--- src/rtl/mult_seq_ctrl.sv ---
// Radix-2 Booth 32x32 signed multiply sequencer driving a shared add/sub unit via req/gnt.
// Optional MULT_SEQ_HI_EN adds data_result_hi carrying the upper product half.
module mult_seq_ctrl (
   input  logic        clock,
   input  logic        reset_n,
   input  logic        ctrl_mult,
   input  logic [31:0] data_operandA,
   input  logic [31:0] data_operandB,
   output logic [31:0] data_result,
   output logic        data_exception,
   output logic        data_resultRDY,
   output logic        add_req,
   input  logic        add_gnt,
   output logic [31:0] add_a,
   output logic [31:0] add_b,
   output logic        add_sub,
   input  logic [31:0] add_out,
   input  logic        add_ovf,
`ifdef MULT_SEQ_HI_EN
   output logic [31:0] data_result_hi,
`endif
   output logic [1:0]  state_dbg
);

   // Handshake: add_req stays high for every RUN cycle; a step (shift + count)
   // commits only on a cycle where add_gnt is high, otherwise everything holds.
   typedef enum logic [1:0] {IDLE = 2'd0, RUN = 2'd1, DONE = 2'd2} state_t;

   state_t      state, state_nx;
   logic [31:0] m;
   logic [64:0] p;
   logic [4:0]  cnt;
   logic [31:0] res_q;
   logic        exc_q;

   logic [1:0]  pair;
   logic        use_add;
   logic [31:0] hi, lo, s;
   logic        sgn, exc_now;

   assign pair    = p[1:0];
   assign hi      = p[64:33];
   assign lo      = p[32:1];
   assign use_add = (pair == 2'b01) || (pair == 2'b10);
   assign exc_now = (hi != {32{lo[31]}});

   assign add_a     = hi;
   assign add_b     = m;
   assign state_dbg = state;

   // The adder's raw MSB is wrong on overflow (M = 0x80000000); xor with ovf gives the true sign.
   always_comb begin
      s   = hi;
      sgn = p[64];
      if (use_add) begin
         s   = add_out;
         sgn = add_out[31] ^ add_ovf;
      end
   end

   always_comb begin
      state_nx       = state;
      add_req        = 1'b0;
      add_sub        = 1'b0;
      data_resultRDY = 1'b0;
      case (state)
         IDLE: begin
            if (ctrl_mult) state_nx = RUN;
         end
         RUN: begin
            add_req = 1'b1;
            add_sub = (pair == 2'b10);
            if (ctrl_mult)                       state_nx = RUN;
            else if (add_gnt && cnt == 5'd31)    state_nx = DONE;
         end
         DONE: begin
            if (ctrl_mult) begin
               state_nx = RUN;
            end else begin
               data_resultRDY = 1'b1;
               state_nx       = IDLE;
            end
         end
         default: state_nx = IDLE;
      endcase
   end

   always_ff @(posedge clock) begin
      if (!reset_n) state <= IDLE;
      else          state <= state_nx;
   end

   always_ff @(posedge clock) begin
      if (!reset_n) begin
         m     <= '0;
         p     <= '0;
         cnt   <= '0;
         res_q <= '0;
         exc_q <= 1'b0;
      end else begin
         if (ctrl_mult) begin
            m   <= data_operandA;
            p   <= {32'b0, data_operandB, 1'b0};
            cnt <= '0;
         end else if (state == RUN && add_gnt) begin
            p   <= {sgn, s, p[32:1]};
            cnt <= cnt + 5'd1;
         end
         if (data_resultRDY) begin
            res_q <= lo;
            exc_q <= exc_now;
         end
      end
   end

   // During the DONE cycle the fresh result is shown directly; afterwards the held copy.
   assign data_result    = data_resultRDY ? lo      : res_q;
   assign data_exception = data_resultRDY ? exc_now : exc_q;

`ifdef MULT_SEQ_HI_EN
   logic [31:0] hi_q;
   always_ff @(posedge clock) begin
      if (!reset_n)            hi_q <= '0;
      else if (data_resultRDY) hi_q <= hi;
   end
   assign data_result_hi = data_resultRDY ? hi : hi_q;
`endif

endmodule
--- config.mk ---
export PLATFORM = sky130hd
export DESIGN_NAME = mult_seq_ctrl
export DESIGN_NICKNAME = d
export VERILOG_FILES = /design/src/rtl/mult_seq_ctrl.sv
export SDC_FILE = /design/constraint.sdc
export NUM_CORES = 1
export LEC_CHECK = 0
export ABC_AREA = 0
export BUFFER_PORTS_ARGS = -buffer_cell sky130_fd_sc_hd__buf_4
export CAP_MARGIN = 40
export CORE_MARGIN = 1.5
export CORE_UTILIZATION = 57
export CTS_BUF_LIST = sky130_fd_sc_hd__clkbuf_4 sky130_fd_sc_hd__clkbuf_8
export DETAILED_ROUTE_END_ITERATION = 8
export PLACE_DENSITY = 0.85
export SYNTH_ARGS = -nofsm -noshare
export SYNTH_HDL_FRONTEND = slang
export SYNTH_SLANG_ARGS = --single-unit
--- constraint.sdc ---
create_clock -name clock -period 4.3 [get_ports clock]
set_input_delay 0.43 -clock clock [delete_from_list [all_inputs] [get_ports clock]]
set_output_delay 0.43 -clock clock [all_outputs]
set_load 0.05 [all_outputs]
==> results of run 1 <==
worst max-delay path, delay by kind of cell, from the launching register on:
family	cells	cell delay (ns)
buf+inv	1	0.21
flops	1	0.45
compound gates	2	0.37
simple gates	2	0.95
sequential cells by signal, indices dropped and copies added, names as in the netlist:
signal     cells
p             65
add_b         32
res_q         32
cnt            5
state_dbg      2
exc_q          1
per-stage QoR:
step | instances | worst slack [ns]
2_1_floorplan | 638 | 1.76
3_3_place_gp | 906 | 1.87
3_5_place_dp | 908 | 1.80
4_1_cts | 939 | 1.48
5_1_grt | 939 | 1.38
6_report | 939 | 1.46
cell usage in the layout (no fill, tap or decap), types with 5 or more instances in the layout:
cell type,instances
nor3_1,5
clkbuf_8,18
mux2_2,22
nand2_1,46
mux2_1,10
o21ai_0,32
nor2b_1,33
a211oi_1,28
nand4_1,5
clkinv_2,6
nor2_1,39
dfxtp_1,137
a21oi_1,6
buf_4,206
and2_1,64
mux2i_1,95
final cells by class:
class                   instances  area (um2)
multi-input cells             421        3020
fillers                       781        2920
flip-flops and latches        137        2740
repair buffers                208        1590
clock buffers                  19         255
well taps                     140         175
clock inverters                12        80.1
inverters                       2        7.51
routing by layer:
metal | up-vias | share of wire (%)
met4 | 0 | 2.7
li1 | 2449 | -
met5 | - | 0
met2 | 168 | 49
met1 | 2318 | 42
met3 | 31 | 6.2
report_power, final:
| group | total (mW) | internal (mW) | switching [mW] |
|---|---|---|---|
| sequential | 1.35 | 1.31 | 0.0397 |
| combinational | 0.411 | 0.181 | 0.230 |
| clock | 0.892 | 0.413 | 0.479 |
worst paths after layout:
path	to	slack, ns
worst max-delay path	data_exception	1.46
worst min-delay path	add_b[7]	0.26
worst max register to register	cnt[3]	2.33
worst min register to register	p[0]	0.47
logic make-up after synthesis:
group                      after synthesis  share of synthesized area (%)
AOI/OAI and AO/OA                       74                           7.76
xor gates and xnor gates                 4                          0.558
and+or+nand+nor                        213                           18.1
adders and majority gates                3                          0.598
buffers and inverters                   80                           8.41
muxes                                  127                           20.9
DFF                                    137                           43.7
==> reports/qor.yml, run 1 <==
drt:
  vias_per_cell: 5.29
  detail_route.wl_per_cell_um: 15.3
  dr_total_vias: 4966
  firstDrtPassIters: 4
  drtIter0Drc: 194
  wirelength_um: 14400
  drc: 0
  ant_nets: 0
clock_network:
  cts.clk_slew.worst_paths_ns: 0.08
  cts_tree: "done"
  holdBufCountCts: 0
  htree_levels: 4
  clkLatencyLatePin_ns: 0.43
  cts.sinks: 137
  post_cts_buffers: 0
  clock_path_buffers: 2
  cts_buffers: 17
  cts-root-buf: "clkbuf_8"
  ctsResizeCount: 0
floorplan:
  coreArea_um2: 10800
  num_io_pins: 203
  die_y_um: 108
  core.rowCount: 38
  die_area_um2: 11600
  initial_utilization_pct: 58.1
  die_w_um: 108
layout:
  syn2layout_area_growth_pct: 25.4
  post-route-util_pct: 72.9
  layout.nets: 891
  drive_above_1_share_pct: 33.9
  stdcell_area_um2: 7870
  antenna_cells: 0
global_routing:
  grt_pass1_vias: 4853
  met3_usage_pct: 6.11
  met2_usage_pct: 43.1
  grt_max_degree: 100
  grt_pass1_wl_um: 23000
  globalRouteOverflowTotal: 0
  gr-usage-all-layers_pct: 25.1
  use_met1_pct: 29.1
  grt.busiest_layer: "met2"
  antenna_found_initial: 0
critical_path:
  timing.rr.start: "state_dbg[0]"
  cp.arrival_ns: 2.41
  cp_slowest_cell: "or4_1"
  worstSetupEndpointType: "output port"
  reg2reg_depth: 5
  crit_type: "register to output port"
  start_kind: "register"
  cpPeakStageDelay_ns: 0.56
  required_ns: 3.87
  crit_start: "p[32]"
  cp_max_fo: 11
  crit_chain: "or4_1 -> nor4_1 -> o221a_2 -> a21oi_1 -> buf_4"
timing:
  report.final.slew_viol_count: 0
  setup-tns-final_ns: 0
  tightest_slew_ns: 0.731
  setup_viol: 0
  rsz0062_at_grt: "false"
  whs_ns: 0.257
  hold_viol: 0
  fin_crit_ns: 2.84
  relSlewSlack_pct: 51.2
  clock.fmax_ghz: 0.352
  fin_worst_skew_ns: 0.0104
  fin_crit_sh_pct: 66.0
run:
  drv_cap: 0
logic_synthesis:
  syn_area_um2: 6270
  synthFlopType: "dfxtp_1"
  synthCells: 638
  netlist_top_cells_count: "137 x dfxtp_1, 95 x mux2i_1, 64 x and2_1"
  synthTopCellsByArea: "dfxtp_1 44%, mux2i_1 15%, and2_1 6.4%, buf_4 3.9%, mux2_2 3.9%"
  postSynth.asyncResetShare_pct: 0
  yosys.area.top_type: "dfxtp_1"
  synth_top_area_share_pct: 43.7
  yosysSeqAreaShare_pct: 43.7
  ys_types: 39
  synth.most_common_cell: "dfxtp_1"
  synth_area_per_cell_um2: 9.84
  ys_ff_latch: 137
  synth-edff-count: 0
  syn_nets: 742
  ys_warn_count: 0
placement:
  hpwl_um: 10300
  dpl_cell_area_um2: 7540
  gp_congestion: 0.800
  io_buffers: 202
power_and_ir_drop:
  vdd_drop_max_mv: 0.191
  fin_total_pwr_mw: 2.66
  power_leakage_nw: 3.65
  powerDensity_nw_per_um2: 337
hold_path:
  min_from: "data_operandA[7]"
  hp-class: "input port to register"
  whs_path_depth: 3
status:
  status: "completed"
(Power assumes the default switching activity.)
==> run 2, diff against run 1 <==
ABC_AREA = 1   (was 0)
CORE_UTILIZATION = 48   (was 57)
PLACE_DENSITY = 0.76   (was 0.85)
clock period = 2.55 ns   (was 4.3 ns; I/O delays follow)
==> reports/qor.yml, run 2 <==
critical_path:
  path_delay_family: "flip-flops"
  reg2reg_slack_ns: 0.73
  r2r-end: "p[63]"
  cp.arrival_ns: 1.98
  cp_slowest_cell: "dfxtp_1"
  cpPeakStageDelay_ns: 0.59
  required_ns: 2.30
  crit_top_cell: "nand2_1"
  worstSetupEndpointType: "output port"
  cp_max_fo: 9
  path_buf_inv: 2
  crit_type: "register to output port"
  start_kind: "register"
  reg2reg_depth: 7
  crit_chain: "nand2_1 -> nor2_1 -> nand3b_1 -> nand2_1 -> nand3_1 -> o21bai_1 -> inv_1 -> buf_4"
  timing.rr.start: "state_dbg[0]"
power_and_ir_drop:
  powerDensity_nw_per_um2: 626
  combPwrFrac_pct: 14.3
  clockPowerShare_pct: 40.1
  p_sw_share_pct: 26.4
  p_sw_mw: 1.32
  vdd_drop_max_mv: 0.459
  pwr-share-seq_pct: 45.6
  p_int_mw: 3.70
  power_leakage_nw: 3.49
layout:
  largest_register_ffs: 65
  ff_latch_area_um2: 2740
  layout_commonest_cell: "nand2_1"
  regMostFlops: "p"
  stdcell_area_um2: 8020
  multi_input_area_um2: 2890
  layout_common_cells: "223 x nand2_1, 210 x buf_4, 137 x dfxtp_1"
  drive_above_1_share_pct: 32.4
  antenna_cells: 0
  syn2layout_area_growth_pct: 26.8
  layout.nets: 1075
  nFillCells: 1193
logic_synthesis:
  syn_nets: 931
  synthTopCellsByArea: "dfxtp_1 43%, nand2_1 13%, a31oi_2 5.9%, buf_4 5.5%, nor2_1 5.2%"
  synthFlopType: "dfxtp_1"
  synth_top_area_share_pct: 43.4
  ys_warn_count: 0
  synth.most_common_cell: "nand2_1"
  synth-edff-count: 0
  netlist_top_cells_count: "223 x nand2_1, 137 x dfxtp_1, 88 x nor2_1"
  yosys.area.top_type: "dfxtp_1"
  yosysSeqAreaShare_pct: 43.4
  postSynth.asyncResetShare_pct: 0
  synthCells: 827
  syn_area_um2: 6320
  ys_types: 33
  synth_area_per_cell_um2: 7.64
  ys_ff_latch: 137
clock_network:
  cts_buffers: 17
  ctsResizeCount: 0
  cts.clk_slew.worst_paths_ns: 0.07
  cts.sinks: 137
  cts-root-buf: "clkbuf_8"
  clock_path_buffers: 2
  clkLatencyLatePin_ns: 0.44
  holdBufCountCts: 0
  cts_tree: "done"
  post_cts_buffers: 0
  htree_levels: 4
drt:
  ant_nets: 0
  dr_total_vias: 5830
  wirelength_um: 15800
  drtIter0Drc: 436
  detail_route.wl_per_cell_um: 13.6
  vias_per_cell: 5.04
  firstDrtPassIters: 5
  drc: 0
timing:
  fin_crit_sh_pct: 87.7
  clock.fmax_ghz: 0.447
  fin_crit_ns: 2.24
  fin_worst_skew_ns: 0.00937
  hold_viol: 0
  report.final.slew_viol_count: 0
  tightest_slew_ns: 0.859
  relSlewSlack_pct: 42.7
  setup-tns-final_ns: 0
  rsz0062_at_grt: "false"
  setup_viol: 0
run:
  drv_cap: 0
hold_path:
  min_from: "data_operandA[7]"
  hp-class: "input port to register"
  holdPathEnd: "add_b[7]"
  whs_path_depth: 3
global_routing:
  grt_pass1_vias: 5340
  globalRouteOverflowTotal: 0
  grt_max_degree: 67
  gr-usage-all-layers_pct: 22.7
  antenna_found_initial: 0
  grt_pass1_wl_um: 25800
floorplan:
  coreArea_um2: 12700
  initial_utilization_pct: 49.7
  die_area_um2: 13900
  die_w_um: 118
  die_y_um: 118
  core.rowCount: 41
  num_io_pins: 203
placement:
  hpwl_um: 10900
  gp_congestion: 0.805
  io_buffers: 202
  dpl_cell_area_um2: 7560
status:
  status: "completed"
[run 2: cell count changes after synthesis, sizes merged, moves of 37 or more]
cell   change
nand2    +210
mux2i     -95
and2      -64
a31oi     +57
nor2      +50
a21oi     +37
o21ai     +37
[run 2: worst max path at each step]
stage	end	slack, ns	startpoint	cells after the start
4_1_cts	data_exception	0.27	p[32]	8
3_3_place_gp	data_result[21]	0.74	ctrl_mult	6
5_1_grt	data_result[9]	0.09	state_dbg[1]	6
2_1_floorplan	data_result[0]	0.32	state_dbg[0]	4
3_5_place_dp	data_result[18]	0.69	ctrl_mult	6
6_report	data_exception	0.31	p[32]	8
[run 2: worst reg2reg max path, delay by kind of cell, from the launching register on]
family	cells	cell delay, ns
DFF	1	0.46
buffers and inverters	3	0.69
AOI/OAI and AO/OA	2	0.32
and+or+nand+nor	2	0.28
[run 2: power groups by stage]
stage	Clock, mW	Sequential (mW)	Combinational [mW]
finish	2.01	2.29	0.720
global route	2.15	2.30	0.778
CTS	2.05	2.29	0.725
detailed placement	0	2.33	0.724
global placement	0	2.33	0.718
floorplan	0	2.44	0.377
[run 2: cell type report]
cell class | instances | area share [%]
multi-input cells | 576 | 36.1
flip-flops and latches | 137 | 34.2
repair buffers | 211 | 19.9
clock buffers | 25 | 3.98
well taps | 172 | 2.68
clock inverters | 7 | 1.72
inverters | 28 | 1.44
[run 2: layer usage]
metal	wire (um)	share of wire (%)	vias to the layer above	GRT usage, %
met4	220	1.4	0	6.86
met3	1170	7.4	14	8.38
li1	-	-	2984	-
met2	7120	45	178	35.4
met1	7240	46	2654	29.3
met5	0	0	-	0
[run 2: cell families (layout without fill, tap and decap cells)]
kind of cell | Yosys count | after routing | synth area share (%)
compound gates | 176 | 176 | 18.3
simple gates | 395 | 395 | 26.4
xor+xnor | 2 | 2 | 0.277
flops | 137 | 137 | 43.4
buf+inv | 114 | 271 | 11.0
fa+ha+maj | 3 | 3 | 0.594
[run 2: per-stage QoR]
| step | worst slack, ns | instances | power [mW] | utilization [%] | hold slack, ns |
|---|---|---|---|---|---|
| global route | 0.0858 | 1156 | 5.22 | 63.0 | 0.00213 |
| global placement | 0.742 | 1124 | 3.05 | 59.4 | 0.439 |
| CTS | 0.271 | 1156 | 5.06 | 63.0 | 0.00434 |
| detailed placement | 0.692 | 1124 | 3.06 | 59.4 | 0.449 |
| floorplan | 0.316 | 827 | 2.82 | - | 0.390 |
| finish | 0.313 | 1156 | 5.02 | 63.0 | 0.0350 |
